==> src/rtl/mem_stage.sv <==
// Memory pipeline stage: load extraction/merge, write-back handshake and decode bypass.
// Define MS_RDATA_HOLD_EN to buffer SRAM read data across write-back stalls.
module mem_stage #(
   parameter int ES_TO_MS_BUS_WD = 111,
   parameter int MS_TO_WS_BUS_WD = 70
) (
   input  logic                       clk,
   input  logic                       reset,
   input  logic                       ws_allowin,
   output logic                       ms_allowin,
   input  logic                       es_to_ms_valid,
   input  logic [ES_TO_MS_BUS_WD-1:0] es_to_ms_bus,
   input  logic [31:0]                data_sram_rdata,
   output logic                       ms_to_ws_valid,
   output logic [MS_TO_WS_BUS_WD-1:0] ms_to_ws_bus,
   output logic                       ms_valid,
   output logic                       ms_fwd_we,
   output logic [4:0]                 ms_fwd_dest,
   output logic [31:0]                ms_fwd_data
);

   logic                       ms_ready_go;
   logic                       ms_valid_q, ms_valid_d;
   logic [ES_TO_MS_BUS_WD-1:0] bus_q, bus_d;

   logic [31:0] rt_value;
   logic        res_from_mem;
   logic [1:0]  addr_low;
   logic        op_lb, op_lbu, op_lh, op_lhu, op_lwl, op_lwr;
   logic        gr_we;
   logic [4:0]  dest;
   logic [31:0] alu_result;
   logic [31:0] pc;

   logic [31:0] rdata_use;
   logic [7:0]  b;
   logic [15:0] h;
   logic [31:0] load_result;
   logic [31:0] final_result;

   assign ms_ready_go    = 1'b1;
   assign ms_allowin     = !ms_valid_q || (ms_ready_go && ws_allowin);
   assign ms_to_ws_valid = ms_valid_q && ms_ready_go;
   assign ms_valid       = ms_valid_q;

   always_comb begin
      ms_valid_d = ms_valid_q;
      bus_d      = bus_q;
      if (ms_allowin) begin
         ms_valid_d = es_to_ms_valid;
      end
      if (es_to_ms_valid && ms_allowin) begin
         bus_d = es_to_ms_bus;
      end
   end

   // Bus contents are don't-care while invalid, so only the valid flag is reset.
   always_ff @(posedge clk) begin
      if (reset) begin
         ms_valid_q <= 1'b0;
      end else begin
         ms_valid_q <= ms_valid_d;
      end
      bus_q <= bus_d;
   end

   assign rt_value     = bus_q[110:79];
   assign res_from_mem = bus_q[78];
   assign addr_low     = bus_q[77:76];
   assign op_lb        = bus_q[75];
   assign op_lbu       = bus_q[74];
   assign op_lh        = bus_q[73];
   assign op_lhu       = bus_q[72];
   assign op_lwl       = bus_q[71];
   assign op_lwr       = bus_q[70];
   assign gr_we        = bus_q[69];
   assign dest         = bus_q[68:64];
   assign alu_result   = bus_q[63:32];
   assign pc           = bus_q[31:0];

`ifdef MS_RDATA_HOLD_EN
   logic [31:0] rdata_buf_q, rdata_buf_d;
   logic        rdata_held_q, rdata_held_d;

   // A blocked stage implies a valid instruction; capture only at the end of its first cycle.
   always_comb begin
      rdata_buf_d  = rdata_buf_q;
      rdata_held_d = rdata_held_q;
      if (ms_allowin) begin
         rdata_held_d = 1'b0;
      end else if (!rdata_held_q) begin
         rdata_held_d = 1'b1;
         rdata_buf_d  = data_sram_rdata;
      end
   end

   always_ff @(posedge clk) begin
      if (reset) begin
         rdata_held_q <= 1'b0;
      end else begin
         rdata_held_q <= rdata_held_d;
      end
      rdata_buf_q <= rdata_buf_d;
   end

   assign rdata_use = rdata_held_q ? rdata_buf_q : data_sram_rdata;
`else
   assign rdata_use = data_sram_rdata;
`endif

   always_comb begin
      case (addr_low)
         2'd0:    b = rdata_use[7:0];
         2'd1:    b = rdata_use[15:8];
         2'd2:    b = rdata_use[23:16];
         default: b = rdata_use[31:24];
      endcase
      h = addr_low[1] ? rdata_use[31:16] : rdata_use[15:0];

      load_result = rdata_use;
      if (op_lb) begin
         load_result = {{24{b[7]}}, b};
      end else if (op_lbu) begin
         load_result = {24'd0, b};
      end else if (op_lh) begin
         load_result = {{16{h[15]}}, h};
      end else if (op_lhu) begin
         load_result = {16'd0, h};
      end else if (op_lwl) begin
         case (addr_low)
            2'd0:    load_result = {rdata_use[7:0],  rt_value[23:0]};
            2'd1:    load_result = {rdata_use[15:0], rt_value[15:0]};
            2'd2:    load_result = {rdata_use[23:0], rt_value[7:0]};
            default: load_result = rdata_use;
         endcase
      end else if (op_lwr) begin
         case (addr_low)
            2'd0:    load_result = rdata_use;
            2'd1:    load_result = {rt_value[31:24], rdata_use[31:8]};
            2'd2:    load_result = {rt_value[31:16], rdata_use[31:16]};
            default: load_result = {rt_value[31:8],  rdata_use[31:24]};
         endcase
      end
   end

   assign final_result = res_from_mem ? load_result : alu_result;

   assign ms_to_ws_bus = {gr_we, dest, final_result, pc};
   assign ms_fwd_we    = ms_valid_q && gr_we;
   assign ms_fwd_dest  = dest;
   assign ms_fwd_data  = final_result;

endmodule

==> config.mk <==
export PLATFORM = sky130hd
export DESIGN_NAME = mem_stage
export DESIGN_NICKNAME = d
export VERILOG_FILES = /design/src/rtl/mem_stage.sv
export SDC_FILE = /design/constraint.sdc
export NUM_CORES = 1
export LEC_CHECK = 0
export BUFFER_PORTS_ARGS = -buffer_cell sky130_fd_sc_hd__buf_2
export CORE_MARGIN = 1
export CORE_UTILIZATION = 45
export DETAILED_ROUTE_END_ITERATION = 8
export PLACE_DENSITY_LB_ADDON = 0.3
export SLEW_MARGIN = 5
export SYNTH_ARGS = -nofsm -noshare
export SYNTH_HDL_FRONTEND = slang
export SYNTH_SLANG_ARGS = --single-unit
==> constraint.sdc <==
create_clock -name clk -period 4 [get_ports clk]
set_input_delay 0.4 -clock clk [delete_from_list [all_inputs] [get_ports clk]]
set_output_delay 0.4 -clock clk [all_outputs]
set_load 0.01 [all_outputs]
### Word level (Yosys, flattened, before mapping)

Index checks and enable logic that the tools add are counted.

| word-level totals | value |
|---|---|
| flip-flop bits (word level) | 112 |
| latch bits | 0 |
| bits in writable memories | 0 |
| bits in read-only memories | 0 |
| bits of input ports | 147 |
| memories | 0 |

| cells by class | value |
|---|---|
| $add $sub $neg | 0 |
| $mul | 0 |
| divide/modulo/power cells | 0 |
| order comparisons | 0 |
| equality and inequality tests | 2 |
| shift operators | 0 |
| muxes and demuxes | 11 |
| bitwise gates (word level) | 0 |
| reduce and logical (&&, ||, !) cells | 5 |

Operators with widths:

| operator | number |
|---|---|
| 32-bit 2-to-1 mux | 7 |
| 32-bit one-hot mux with 3 select lines | 2 |
| 8-bit one-hot mux with 3 select lines | 1 |
| 16-bit 2-to-1 mux | 1 |
| 2-bit by 1-bit == test with 1-bit output (second input constant) | 1 |
| 2-bit == test (second input constant) | 1 |
| 1-bit logical AND | 2 |
| 2-bit zero test | 1 |
| 1-bit zero test | 1 |
| 1-bit logical OR | 1 |

### Logic depth before layout (Yosys ltp)

| logic depth | value |
|---|---|
| depth in word-level cells | 9 |
| depth in mapped cells | 9 |
| depth with buffers taken out | 4 |

### Least setup slack after synthesis

OpenSTA, ideal clock, no wires.

| timing | value |
|---|---|
| path type | input to register |
| start | in ws_allowin |
| end | reg bus_q[0], enable pin |
| library setup time | 483 ps |
| data arrival time | 3,177 ps |
| setup slack | 340 ps |
| stages | 2 |
| path buffers | 0 |
| path through | nand2b_1 -> and2_1 |

| between the ends | value |
|---|---|
| cells in the longest elaborated chain, start to end | 2 |

RTL lines:

| item | RTL line | RTL |
|---|---|---|
| from (decl) | 9 | `input logic ws_allowin,` |
| 1-bit logical OR | 42 | `assign ms_allowin = !ms_valid_q \|\| (ms_ready_go && ws_allowin);` |
| 1-bit logical AND | 52 | `if (es_to_ms_valid && ms_allowin) begin` |
| to (signal assigned) | 64 | `bus_q <= bus_d;` |
| to (decl) | 24 | `logic [ES_TO_MS_BUS_WD-1:0] bus_q, bus_d;` |

No other way between the ends.
A chain may end at the register's enable or synchronous reset.

### Worst setup path in the final report

| timing | value |
|---|---|
| start | reg bus_q[71] |
| end | out ms_fwd_data[16] |

| between the ends | value |
|---|---|
| cells in the longest elaborated chain, start to end | 6 |

RTL lines:

| item | RTL line | RTL |
|---|---|---|
| 32-bit 2-to-1 mux | 129 | `end else if (op_lwl) begin` |
| 32-bit 2-to-1 mux | 127 | `end else if (op_lhu) begin` |
| 32-bit 2-to-1 mux | 125 | `end else if (op_lh) begin` |
| 32-bit 2-to-1 mux | 123 | `end else if (op_lbu) begin` |
| 32-bit 2-to-1 mux | 121 | `if (op_lb) begin` |
| 32-bit 2-to-1 mux | 146 | `assign final_result = res_from_mem ? load_result : alu_result;` |
| to (decl) | 19 | `output logic [31:0] ms_fwd_data` |

No other way between the ends.

==> results by group <==
Yosys
  • Register area share after synthesis: 53.3%
  • Most frequent cells after synthesis: 111 x edfxtp_1, 77 x buf_4, 53 x mux2i_1
  • Most area-consuming cells after synthesis: edfxtp_1 53%, buf_4 9.2%, mux2i_1 8.4%, mux4_2 2.9%, mux2_2 2.7%
  • Post-synthesis net count: 647
  • Synthesis Warnings: 0
  • Asr flop ratio synth: 0%
  • Synthesized cell area: ~6300 um2
  • Share of the synthesized area in the top cell type: 53.0%
  • Area leader, netlist: edfxtp_1
  • Gate Count Post-Synth: 500
  • Most common cell in the synthesized netlist: edfxtp_1
  • Number of synthesized flops with an enable pin: 111
  • Syn avg cell area: 12.6 um2
  • Synth Flop Type: edfxtp_1
  • FF+latch count, synth: 112
  • Yosys cell types: 45

Clock network
  • CTS tree: built
  • CTS Buf Count: 9
  • Worst-skew pair later-pin latency: 0.36 ns
  • # hold bufs at CTS: 0
  • Root Buffer: clkbuf_16
  • Setup Fix Bufs, Post-CTS: 0
  • CTS H-tree depth: 3
  • Post-cts sizing count: 0
  • Clock slew at reported path FFs: 0.08 ns
  • Max Root-Sink Buffers: 2
  • CTS Sinks: 112

Floorplan
  • # IOs: roughly 260
  • Vert. Die Dim: 120 um
  • Core Box Area: 13,500 um2
  • Die area: 14,500 um2
  • Die Span X: about 120 um
  • Row cnt: 42
  • Starting density of the core: a little under half

Global routing
  • Number of global-route vias before repair: between 4,000 and 5,000
  • Initial antenna violation count: 0
  • Grt ovf: 0
  • GRT Util Overall: 24.9%
  • Largest net degree at the start of global routing: approximately 80
  • Global-route wire length before repair: 26.6 mm

Run status
  • Status: complete, no violations

Finish
  • Final core utilization: a little under three fifths
  • Area delta synth->final: 18.0%
  • Ant. Diodes: 0
  • Nets: 817
  • Design area: 7420 um2
  • Layout cells sized above 1: 46.4%

STA
  • Final Max Slew Viols: 0
  • Clock skew: 0.00652 ns
  • Setup tns final: 0 ns
  • RSZ-0062 raised after global routing: no
  • Worst-Margin Slew: between 1 and 1.5 ns
  • Final count of hold timing violations: 0
  • Fin Hold WS: 0.187 ns
  • Min Tclk post-route: 3.18 ns
  • Final Cycle Share: 79.6%
  • Setup WS post-layout: 0.817 ns
  • Final Setup Violations: 0
  • Slew headroom: 32.5%
  • Max Clock Freq: 0.314 GHz

Flow run
  • Maxcap violations: 0

Power
  • Net Sw Frac: 28.3%
  • Static leakage: 0.00310 uW
  • Sequential Power Share: 48.9%
  • Switching power: 811 uW
  • Peak supply drop: 0.000365 V
  • Clock share of power: 31.2%
  • Power per cell area: 386 nW/um2
  • Internal power: 2060 uW
  • Comb pwr share: 19.8%

Route
  • Post-route DRC: 0
  • Avg WL per Cell: 20.9 um
  • Iteration count of the initial detailed-routing pass: 7
  • DRT iter0 DRCs: about 360
  • ANT nets after route: 0
  • Via count: approximately 4,800
  • Via-to-Cell Ratio: 5.61
  • DRT Wirelength: between 15 and 20 mm

Setup path
  • Arrival @ worst endpoint: 2.78 ns
  • Crit end category: primary output
  • Worst Path Max Fanout: 17
  • R2r worst-path depth: 3
  • R2R setup slack: slightly below 2 ns
  • Setup CP Type: flop to primary output
  • Worst setup SP type: flop
  • Required time worst endpoint: ~3.6 ns

Placed design
  • Setup Slack @ Placement: 1.18 ns
  • Placed inst area: 7130 um2
  • RePlAce Congestion: about 0.86
  • HPWL after detailed placement: ~13 mm
  • Port bufs: 257

Worst hold path
  • Hold Path Cell Cnt: 2
  • Worst min path class: primary input to flop
==> stage by stage <==
| step | power [uW] | std cells |
|---|---|---|
| floorplan | 1830 | 500 |
| global placement | 1990 | 835 |
| detailed placement | 2000 | 835 |
| CTS | 2890 | 851 |
| global route | 2970 | 851 |
| finish | 2870 | 851 |
==> final cells by class <==
type                            instances  area [um2]
Fill cell                            1162        6030
Sequential cell                       112        3350
Multi-Input combinational cell        276        2180
Timing Repair Buffer                  268        1370
Clock buffer                           10         229
Tap cell                              176         220
Clock inverter                          6        61.3
Inverter                                3        11.3
==> critical path, stage by stage (launching register included) <==
cell	delay (ns)
edfxtp_1	0.34
buf_4	0.22
clkinv_1	0.36
nor2_2	0.70
o32ai_1	0.26
a211oi_1	0.34
buf_2	0.19
==> layer usage <==
layer / vias up / wire length, um / global-route usage (%)
li1: 2201 / - / -
met1: 2321 / 7010 / 29.9
met2: 230 / 9120 / 43.5
met3: 26 / 1290 / 6.70
met4: 0 / 377 / 7.33
met5: - / 0 / 0
==> flip-flops by register name, summed over array words and instances (netlist names) <==
signal          count
ms_to_ws_valid      1
bus_q             111
==> cells in the final DEF (no fill, tap or decap), types with 2 or more instances in the layout <==
master,count
a211o_1,2
a211oi_1,18
a21o_1,8
a21oi_1,18
a221oi_1,8
a2bb2oi_1,8
a31oi_1,8
and2_1,2
buf_2,257
buf_4,11
clkbuf_16,9
clkinv_1,2
edfxtp_1,111
inv_6,3
mux2_2,15
mux2i_1,53
mux4_2,8
nand2_1,17
nand2b_1,3
nand3b_1,9
nor2_1,28
nor3b_1,9
o211ai_1,8
o21ai_0,11
o21ai_1,2
o22a_1,6
o22ai_1,6
o32a_1,8
o32ai_1,8
==> final timing paths <==
check	startpoint	to
max	bus_q[71]	ms_fwd_data[16]
min	reset	ms_to_ws_valid
max reg2reg	ms_to_ws_valid	bus_q[61]
min reg2reg	ms_to_ws_valid	ms_to_ws_valid
==> cell families after synthesis <==
group	count (synthesis)	synth area share (%)
compound gates	123	14.3
buf+inv	112	12.1
flops	112	53.3
mux	76	14.0
simple gates	77	6.32
==> power by group through the flow <==
stage                     registers [uW]  clock network (uW)  logic [uW]
after floorplan                     1420                   0         405
after global placement              1430                   0         562
after detailed placement            1430                   0         570
after CTS                           1400                 913         571
after global routing                1410                 945         615
final                               1400                 895         569
(Power assumes the default switching activity.)
